**config.mk**
```make
export PLATFORM = sky130hd
export DESIGN_NAME = uart_pattern_gen
export DESIGN_NICKNAME = d
export VERILOG_FILES = /design/src/rtl/uart_pattern_gen.sv
export SDC_FILE = /design/constraint.sdc
export NUM_CORES = 1
export LEC_CHECK = 0
export ABC_AREA = 1
export CORE_UTILIZATION = 40
export CTS_BUF_LIST = sky130_fd_sc_hd__clkbuf_8
export CTS_CLUSTER_SIZE = 20
export DETAILED_ROUTE_END_ITERATION = 16
export DONT_BUFFER_PORTS = 1
export PLACE_DENSITY_LB_ADDON = 0.2
export SLEW_MARGIN = 10
export SYNTH_ARGS = -nofsm -noshare
export SYNTH_HDL_FRONTEND = slang
export SYNTH_SLANG_ARGS = --single-unit
```
**constraint.sdc**
```tcl
create_clock -name clk -period 2.24 [get_ports clk]
set_input_delay 0.448 -clock clk [delete_from_list [all_inputs] [get_ports clk]]
set_output_delay 0.448 -clock clk [all_outputs]
set_load 0.01 [all_outputs]
```
**src/rtl/uart_pattern_gen.sv**
```systemverilog
// Test-pattern word source for the UART transmitter: counter, fixed, LFSR and walking-one bursts.
// Latency: first word is offered the cycle after start; next word the cycle after each accept (+GAP_CYCLES idle).
// Backpressure: a word is held stable on data/data_valid while busy is high; it is consumed only when data_valid & ~busy.
module uart_pattern_gen #(
  parameter int DATA_W     = 8,
  parameter int BURST_LEN  = 16,
  parameter int GAP_CYCLES = 8,
  parameter int LFSR_SEED  = 1
) (
  input  logic              clk,
  input  logic              resetn,
  input  logic              enable,
  input  logic              start,
  input  logic [1:0]        mode,
  input  logic [DATA_W-1:0] fixed_val,
  input  logic              busy,
  output logic [DATA_W-1:0] data,
  output logic              data_valid,
  output logic              burst_done,
  output logic              active,
  output logic [15:0]       sent_count
);

  typedef enum logic [1:0] {S_IDLE, S_SEND, S_GAP, S_DONE} state_t;

  // Gap counter only needs to reach GAP_CYCLES-1; keep at least one bit so
  // the GAP_CYCLES=0 build still elaborates (GAP is unreachable there).
  localparam int GW = (GAP_CYCLES > 1) ? $clog2(GAP_CYCLES) : 1;
  localparam logic [GW-1:0]     GAP_LAST    = (GAP_CYCLES > 0) ? GW'(GAP_CYCLES - 1) : '0;
  localparam logic [15:0]       BURST_LEN_W = 16'(BURST_LEN);
  // An all-zero LFSR would lock up, so a zero seed becomes 1.
  localparam logic [DATA_W-1:0] SEED        = (LFSR_SEED == 0) ? DATA_W'(1) : DATA_W'(LFSR_SEED);
  // Feedback taps: 8-bit uses bits 7,5,4,3; 16-bit uses bits 15,14,12,3.
  localparam logic [DATA_W-1:0] TAPS        = (DATA_W == 16) ? DATA_W'(16'hD008) : DATA_W'(8'hB8);

  state_t            r_state;
  state_t            w_state_nxt;
  logic [1:0]        r_mode;
  logic [DATA_W-1:0] r_data;
  logic [15:0]       r_sent;
  logic [GW-1:0]     r_gap;

  logic              w_accept;
  logic              w_start;
  logic [15:0]       w_sent_inc;
  logic [DATA_W-1:0] w_next_word;
  logic [DATA_W-1:0] w_first_word;

  assign w_accept   = (r_state == S_SEND) && !busy;
  assign w_start    = (r_state == S_IDLE) && start && enable;
  assign w_sent_inc = (r_sent == 16'hFFFF) ? r_sent : r_sent + 16'd1;
  assign data       = r_data;
  assign sent_count = r_sent;

  // Successor of the current word under the mode latched for this burst.
  always_comb begin
    w_next_word = r_data;
    case (r_mode)
      2'd0:    w_next_word = r_data + DATA_W'(1);
      2'd1:    w_next_word = r_data;
      2'd2:    w_next_word = {r_data[DATA_W-2:0], ^(r_data & TAPS)};
      default: w_next_word = {r_data[DATA_W-2:0], r_data[DATA_W-1]};
    endcase
  end

  // First word of a burst, taken from the live mode/fixed_val at start.
  always_comb begin
    w_first_word = '0;
    case (mode)
      2'd0:    w_first_word = '0;
      2'd1:    w_first_word = fixed_val;
      2'd2:    w_first_word = SEED;
      default: w_first_word = DATA_W'(1);
    endcase
  end

  // State register.
  always_ff @(posedge clk) begin
    if (!resetn) r_state <= S_IDLE;
    else         r_state <= w_state_nxt;
  end

  // Next-state and handshake outputs; enable low aborts from any busy state.
  always_comb begin
    w_state_nxt = r_state;
    data_valid  = 1'b0;
    burst_done  = 1'b0;
    active      = 1'b0;
    case (r_state)
      S_IDLE: begin
        if (w_start) w_state_nxt = S_SEND;
      end
      S_SEND: begin
        data_valid = 1'b1;
        active     = 1'b1;
        if (!enable) begin
          w_state_nxt = S_IDLE;
        end else if (w_accept) begin
          if ((BURST_LEN != 0) && (w_sent_inc == BURST_LEN_W)) w_state_nxt = S_DONE;
          else if (GAP_CYCLES == 0)                            w_state_nxt = S_SEND;
          else                                                 w_state_nxt = S_GAP;
        end
      end
      S_GAP: begin
        active = 1'b1;
        if (!enable)                w_state_nxt = S_IDLE;
        else if (r_gap == GAP_LAST) w_state_nxt = S_SEND;
      end
      default: begin
        active      = 1'b1;
        burst_done  = enable;
        w_state_nxt = S_IDLE;
      end
    endcase
  end

  // Datapath: burst setup at start, word advance and count on every accept.
  always_ff @(posedge clk) begin
    if (!resetn) begin
      r_mode <= 2'd0;
      r_data <= '0;
      r_sent <= 16'd0;
      r_gap  <= '0;
    end else begin
      if (w_start) begin
        r_mode <= mode;
        r_data <= w_first_word;
        r_sent <= 16'd0;
      end else if (w_accept) begin
        r_data <= w_next_word;
        r_sent <= w_sent_inc;
      end
      r_gap <= (r_state == S_GAP) ? r_gap + GW'(1) : '0;
    end
  end

endmodule

```
Yosys cells after proc, flatten, opt, wreduce, memory -nomap -nowiden
Index checks and enable logic that the tools add are counted.
{ "classes": {"n_addsub": 3, "eq_ne": 12, "n_mux": 15, "bitwise": 1, "n_reduce_logical": 14} }
{ "op_table": {"columns": ["operator", "count"], "rows": [
  ["one-hot mux 8 bit (3 select lines)", 1],
  ["adder 16 x 1 -> 16 bit (second input constant)", 1],
  ["equality test 16 bit (second input constant)", 1],
  ["equality test 16 x 5 -> 1 bit (second input constant)", 1],
  ["two-way mux 16 bit", 1],
  ["two-way mux 8 bit", 2],
  ["one-hot mux 8 bit (2 select lines)", 1],
  ["two-way mux 2 bit", 5],
  ["adder 8 x 1 -> 8 bit (second input constant)", 1],
  ["XOR reduction 8 bit", 1],
  ["equality test 2 x 1 -> 1 bit (second input constant)", 3],
  ["zero test 2 bit", 3],
  ["inequality test 3 bit (second input constant)", 2],
  ["one-hot mux 2 bit (3 select lines)", 1],
  ["equality test 2 bit (second input constant)", 2],
  ["two-way mux 1 bit", 4],
  ["inequality test 2 bit (second input constant)", 2],
  ["AND reduction 2 bit", 2],
  ["adder 3 x 1 -> 3 bit (second input constant)", 1],
  ["equality test 3 bit (second input constant)", 1],
  ["logical AND 1 bit", 3],
  ["AND reduction 3 bit", 1],
  ["OR reduction 3 bit", 1],
  ["nonzero test 2 bit", 1],
  ["other kinds (3)", 3]
]} }
{ "word_totals": {"register_bits": 31, "inputBits": 15, "output_inout_bits": 27, "wordCells": 50} }

Depth between registers and ports, before layout
{ "depth": {"ltp_word": 7, "depth_mapped": 14, "mapped_depth_nobuf": 14} }

Worst setup path before layout
No wires, ideal clock.
{ "synth_timing": {"path_type": "register -> register", "startpoint": "register r_sent[0] (netlist: sent_count[0])", "endpoint": "register r_state[0]", "arrival_time_ps": 1733, "required_time_ps": 2122, "setup_slack_ps": 389, "stages_incl_launch_ff": 14, "n_path_buf": 1, "period_less_slack_ps": 1851, "cell_sequence": "dfxtp_1 > ha_1 > inv_1 > nor2_4 > nand2_4 > nor2_4 > buf_4 > nor2_1 > nand3_1 > nor2_1 > nand3_1 > nand2_1 > nand2_1 > a21oi_2"} }
{ "synth_between": {"elab_chain_cells": 7} }
{ "synth_rtl": {"columns": ["item", "line_no", "text"], "rows": [
  ["from (decl)", "40", "logic [15:0] r_sent;"],
  ["from (signal assigned)", "131", "r_sent <= w_sent_inc;"],
  ["adder 16 x 1 -> 16 bit / equality test 16 bit (equally long branches)", "51", "assign w_sent_inc = (r_sent == 16'hFFFF) ? r_sent : r_sent + 16'd1;"],
  ["two-way mux 16 bit *", "51", null],
  ["equality test 16 x 5 -> 1 bit *", "99", "if ((BURST_LEN != 0) && (w_sent_inc == BURST_LEN_W)) w_state_nxt = S_DONE;"],
  ["two-way mux 1 bit *", "99", null],
  ["two-way mux 2 bit *", "98", "end else if (w_accept) begin"],
  ["two-way mux 2 bit *", "96", "if (!enable) begin"],
  ["one-hot mux 2 bit (3 select lines) *", "89", "case (r_state)"],
  ["to (signal assigned)", "80", "else r_state <= w_state_nxt;"],
  ["to (decl)", "36", "state_t r_state;"]
]} }
Mark *: on every way between the ends. The rest lies on a longest branch, timed or not. The select of a mux whose other input is x is not followed.
A chain may end at the register's enable or synchronous reset.

Worst setup path after layout
Same ends and word-level chain as after synthesis.

==> results.sh <==
export IMPL_cts_buffers=5
export IMPL_grt_usage_pct=20.12
export IMPL_hold_buffers=0
export IMPL_die_y_um=72.79
export IMPL_diodes=0
export IMPL_grt_pass1_wl_mm=8.204
export IMPL_synth_top_cell_area_share_pct=30.96
export IMPL_drive_above_1_share_pct=11.61
export IMPL_grt_pass1_vias=1722
export IMPL_ys_ff_latch=31
export IMPL_rsz0062_at_grt="no"
export IMPL_start_kind="flip-flop"
export IMPL_max_slew_margin_pct=42.34
export IMPL_io_buffers=0
export IMPL_timing_critical_path_to_type="flip-flop"
export IMPL_netlist_cell_type_count=37
export IMPL_fp_dieArea_um2=5298
export IMPL_fin_setup_tns_ps=0
export IMPL_drt_iter0_markers=116
export IMPL_synth_common_cells="nand2_1, inv_1, nor2_1"
export IMPL_dp_hpwl_mm=3.883
export IMPL_post_dp_cell_area_um2=2095
export IMPL_crit_arrival_ps=2200
export IMPL_post_route_period_util_pct=88.17
export IMPL_die_width_um=72.79
export IMPL_cts_tree="yes"
export IMPL_yosysSeqAreaShare_pct=30.96
export IMPL_drcViolationCount=0
export IMPL_synth_edf_count=0
export IMPL_overflow=0
export IMPL_final_max_slew_violation_count=0
export IMPL_root_buffer="clkbuf_8"
export IMPL_critPathKind="flip-flop to flip-flop"
export IMPL_yosysMostFrequentCell="nand2_1"
export IMPL_wire_per_inst_um=13.46
export IMPL_pin_count=42
export IMPL_post_route_cell_area_um2=2210
export IMPL_detail_route_antenna_nets=0
export IMPL_reg2reg_slack_ps=270
export IMPL_grt_antenna_before_repair=0
export IMPL_clock_sinks=31
export IMPL_skew_ps=4.746
export IMPL_min_path_type="input port to flip-flop"
export IMPL_syn_nets=321
export IMPL_grt_max_degree=27
export IMPL_p_leak_nw=0.8882
export IMPL_synth_top_flop_cell="dfxtp_1"
export IMPL_fmax_mhz=506.3
export IMPL_rows=25
export IMPL_vias=1986
export IMPL_netlist_instances=301
export IMPL_place_congestion=0.8269
export IMPL_layout_nets=329
export IMPL_core_um2=4786
export IMPL_avgSynthCellArea_um2=6.659
export IMPL_synth_area_top_cells="dfxtp_1, nand2_1, inv_1"
export IMPL_peakVddDrop_mv=0.3292
export IMPL_cts_path_max_buffers=2
export IMPL_setup_viol=0
export IMPL_yosys_warnings=0
export IMPL_cp_required_ps=2470
export IMPL_start_util_pct=41.88
export IMPL_clk_pin_slew_ps=70
export IMPL_status="complete, no violations"
export IMPL_wl_mm=5.073
export IMPL_period_minus_slack_ps=1975
export IMPL_crit_path_max_fanout=6
export IMPL_synth_async_reset_ratio_pct=0
export IMPL_clk_latency_ps=290
export IMPL_hold_viol_final=0
export IMPL_power_density_nw_per_um2=622.3
export IMPL_syn2layout_area_growth_pct=10.24
export IMPL_drt_pass1_iter_count=4
export IMPL_synth_cell_area_um2=2004
export IMPL_tightest_slew_ps=864.8
export IMPL_htreeDepth=2
export IMPL_drv_cap=0
export IMPL_viasPerCell=5.268
export IMPL_synth_top_area_cell="dfxtp_1"
kinds of logic after synthesis:
kind of cell             synth area share (%)
flip-flops                              30.96
adder cells (fa/ha/maj)                 3.121
AND/OR/NAND/NOR                         33.02
XOR/XNOR                                2.622
AO/OA/AOI/OAI                           21.79
buffers and inverters                   8.489
metal layers:
metal	vias to the layer above	routed length (um)	track usage, %
met1	879	2362	27.00
met5	-	0	0
met4	0	64	6.536
met3	7	339	4.972
li1	1035	-	-
met2	65	2306	31.57
worst max-delay path: stages, from the launching register on:
cell and delay, ps:
dfxtp_1 340, ha_1 290, inv_1 110, nor2_4 180, nand3_2 130, o21ai_0 280
nand2_1 90, nor2_1 110, nand3_1 110, nand2_1 80, nand2_1 60, a21oi_2 120
through the flow:
stage / power [W] / setup slack [ps] / utilization, % / std cells / hold slack (ps)
floorplan: 0.0008731 / 388.7 / - / 301 / 399.2
global placement: 0.0009428 / 204.5 / 43.76 / 367 / 414.2
detailed placement: 0.0009435 / 177.7 / 43.76 / 367 / 417.4
CTS: 0.001389 / 165.9 / 45.54 / 375 / 291.1
global route: 0.001452 / 78.26 / 46.17 / 377 / 299.0
finish: 0.001375 / 265.0 / 46.17 / 377 / 297.0
final cells by class:
cell class	instances	area (um2)
clock inverters	3	16.27
clock buffers	5	68.82
fillers	508	2576
repair buffers	6	57.56
flip-flops and latches	31	620.6
inverters	39	146.4
well taps	67	83.83
multi-input cells	226	1216
path summary, 6_finish.rpt:
path / from / end / depth (start not counted)
worst max-delay path: sent_count[0]$_SDFFE_PP0P_ / r_state[0]$_SDFFE_PN0P_ / 11
worst min-delay path: resetn / data[3]$_SDFFE_PN0P_ / 2
worst max register to register: sent_count[0]$_SDFFE_PP0P_ / r_state[0]$_SDFFE_PN0P_ / 11
worst min register to register: r_gap[0]$_SDFF_PN0_ / r_gap[0]$_SDFF_PN0_ / 1
registers in the layout, summed over array words and instances (netlist names):
name / flops
data: 8
r_gap: 3
r_mode: 2
r_state: 2
sent_count: 16
power breakdown:
part           internal (W)  leakage [nW]  total, W  switching [W]
logic             0.0000981         0.590  0.000259       0.000161
registers          0.000593         0.252  0.000672      0.0000792
clock network      0.000213        0.0453  0.000445       0.000232
total              0.000903         0.888   0.00138       0.000472
layout by cell type (no fill, tap or decap), types with 2 or more instances in the layout:
master / count
nor4_1: 2
buf_4: 5
o22ai_1: 3
nor2_2: 7
a211oi_1: 2
inv_2: 2
nand2_1: 60
nor3_1: 2
o21ai_1: 4
nor2_1: 34
nand2_2: 3
nand3b_1: 3
nand4_1: 8
a21oi_1: 25
ha_1: 5
xor2_1: 4
nor2_4: 5
clkbuf_8: 5
dfxtp_1: 31
o211ai_1: 5
o21ai_0: 25
xnor2_1: 2
nand3_1: 12
nand3_2: 2
o21bai_1: 2
inv_1: 37
a221oi_1: 4
timing repair:
item,4_1_cts,5_1_grt
endpoints found under the setup margin,0,4
buffers inserted,0,2
gates resized for setup,0,1
hold endpoints to repair,0,0
No activity file was read; power rests on OpenSTA's default activity.
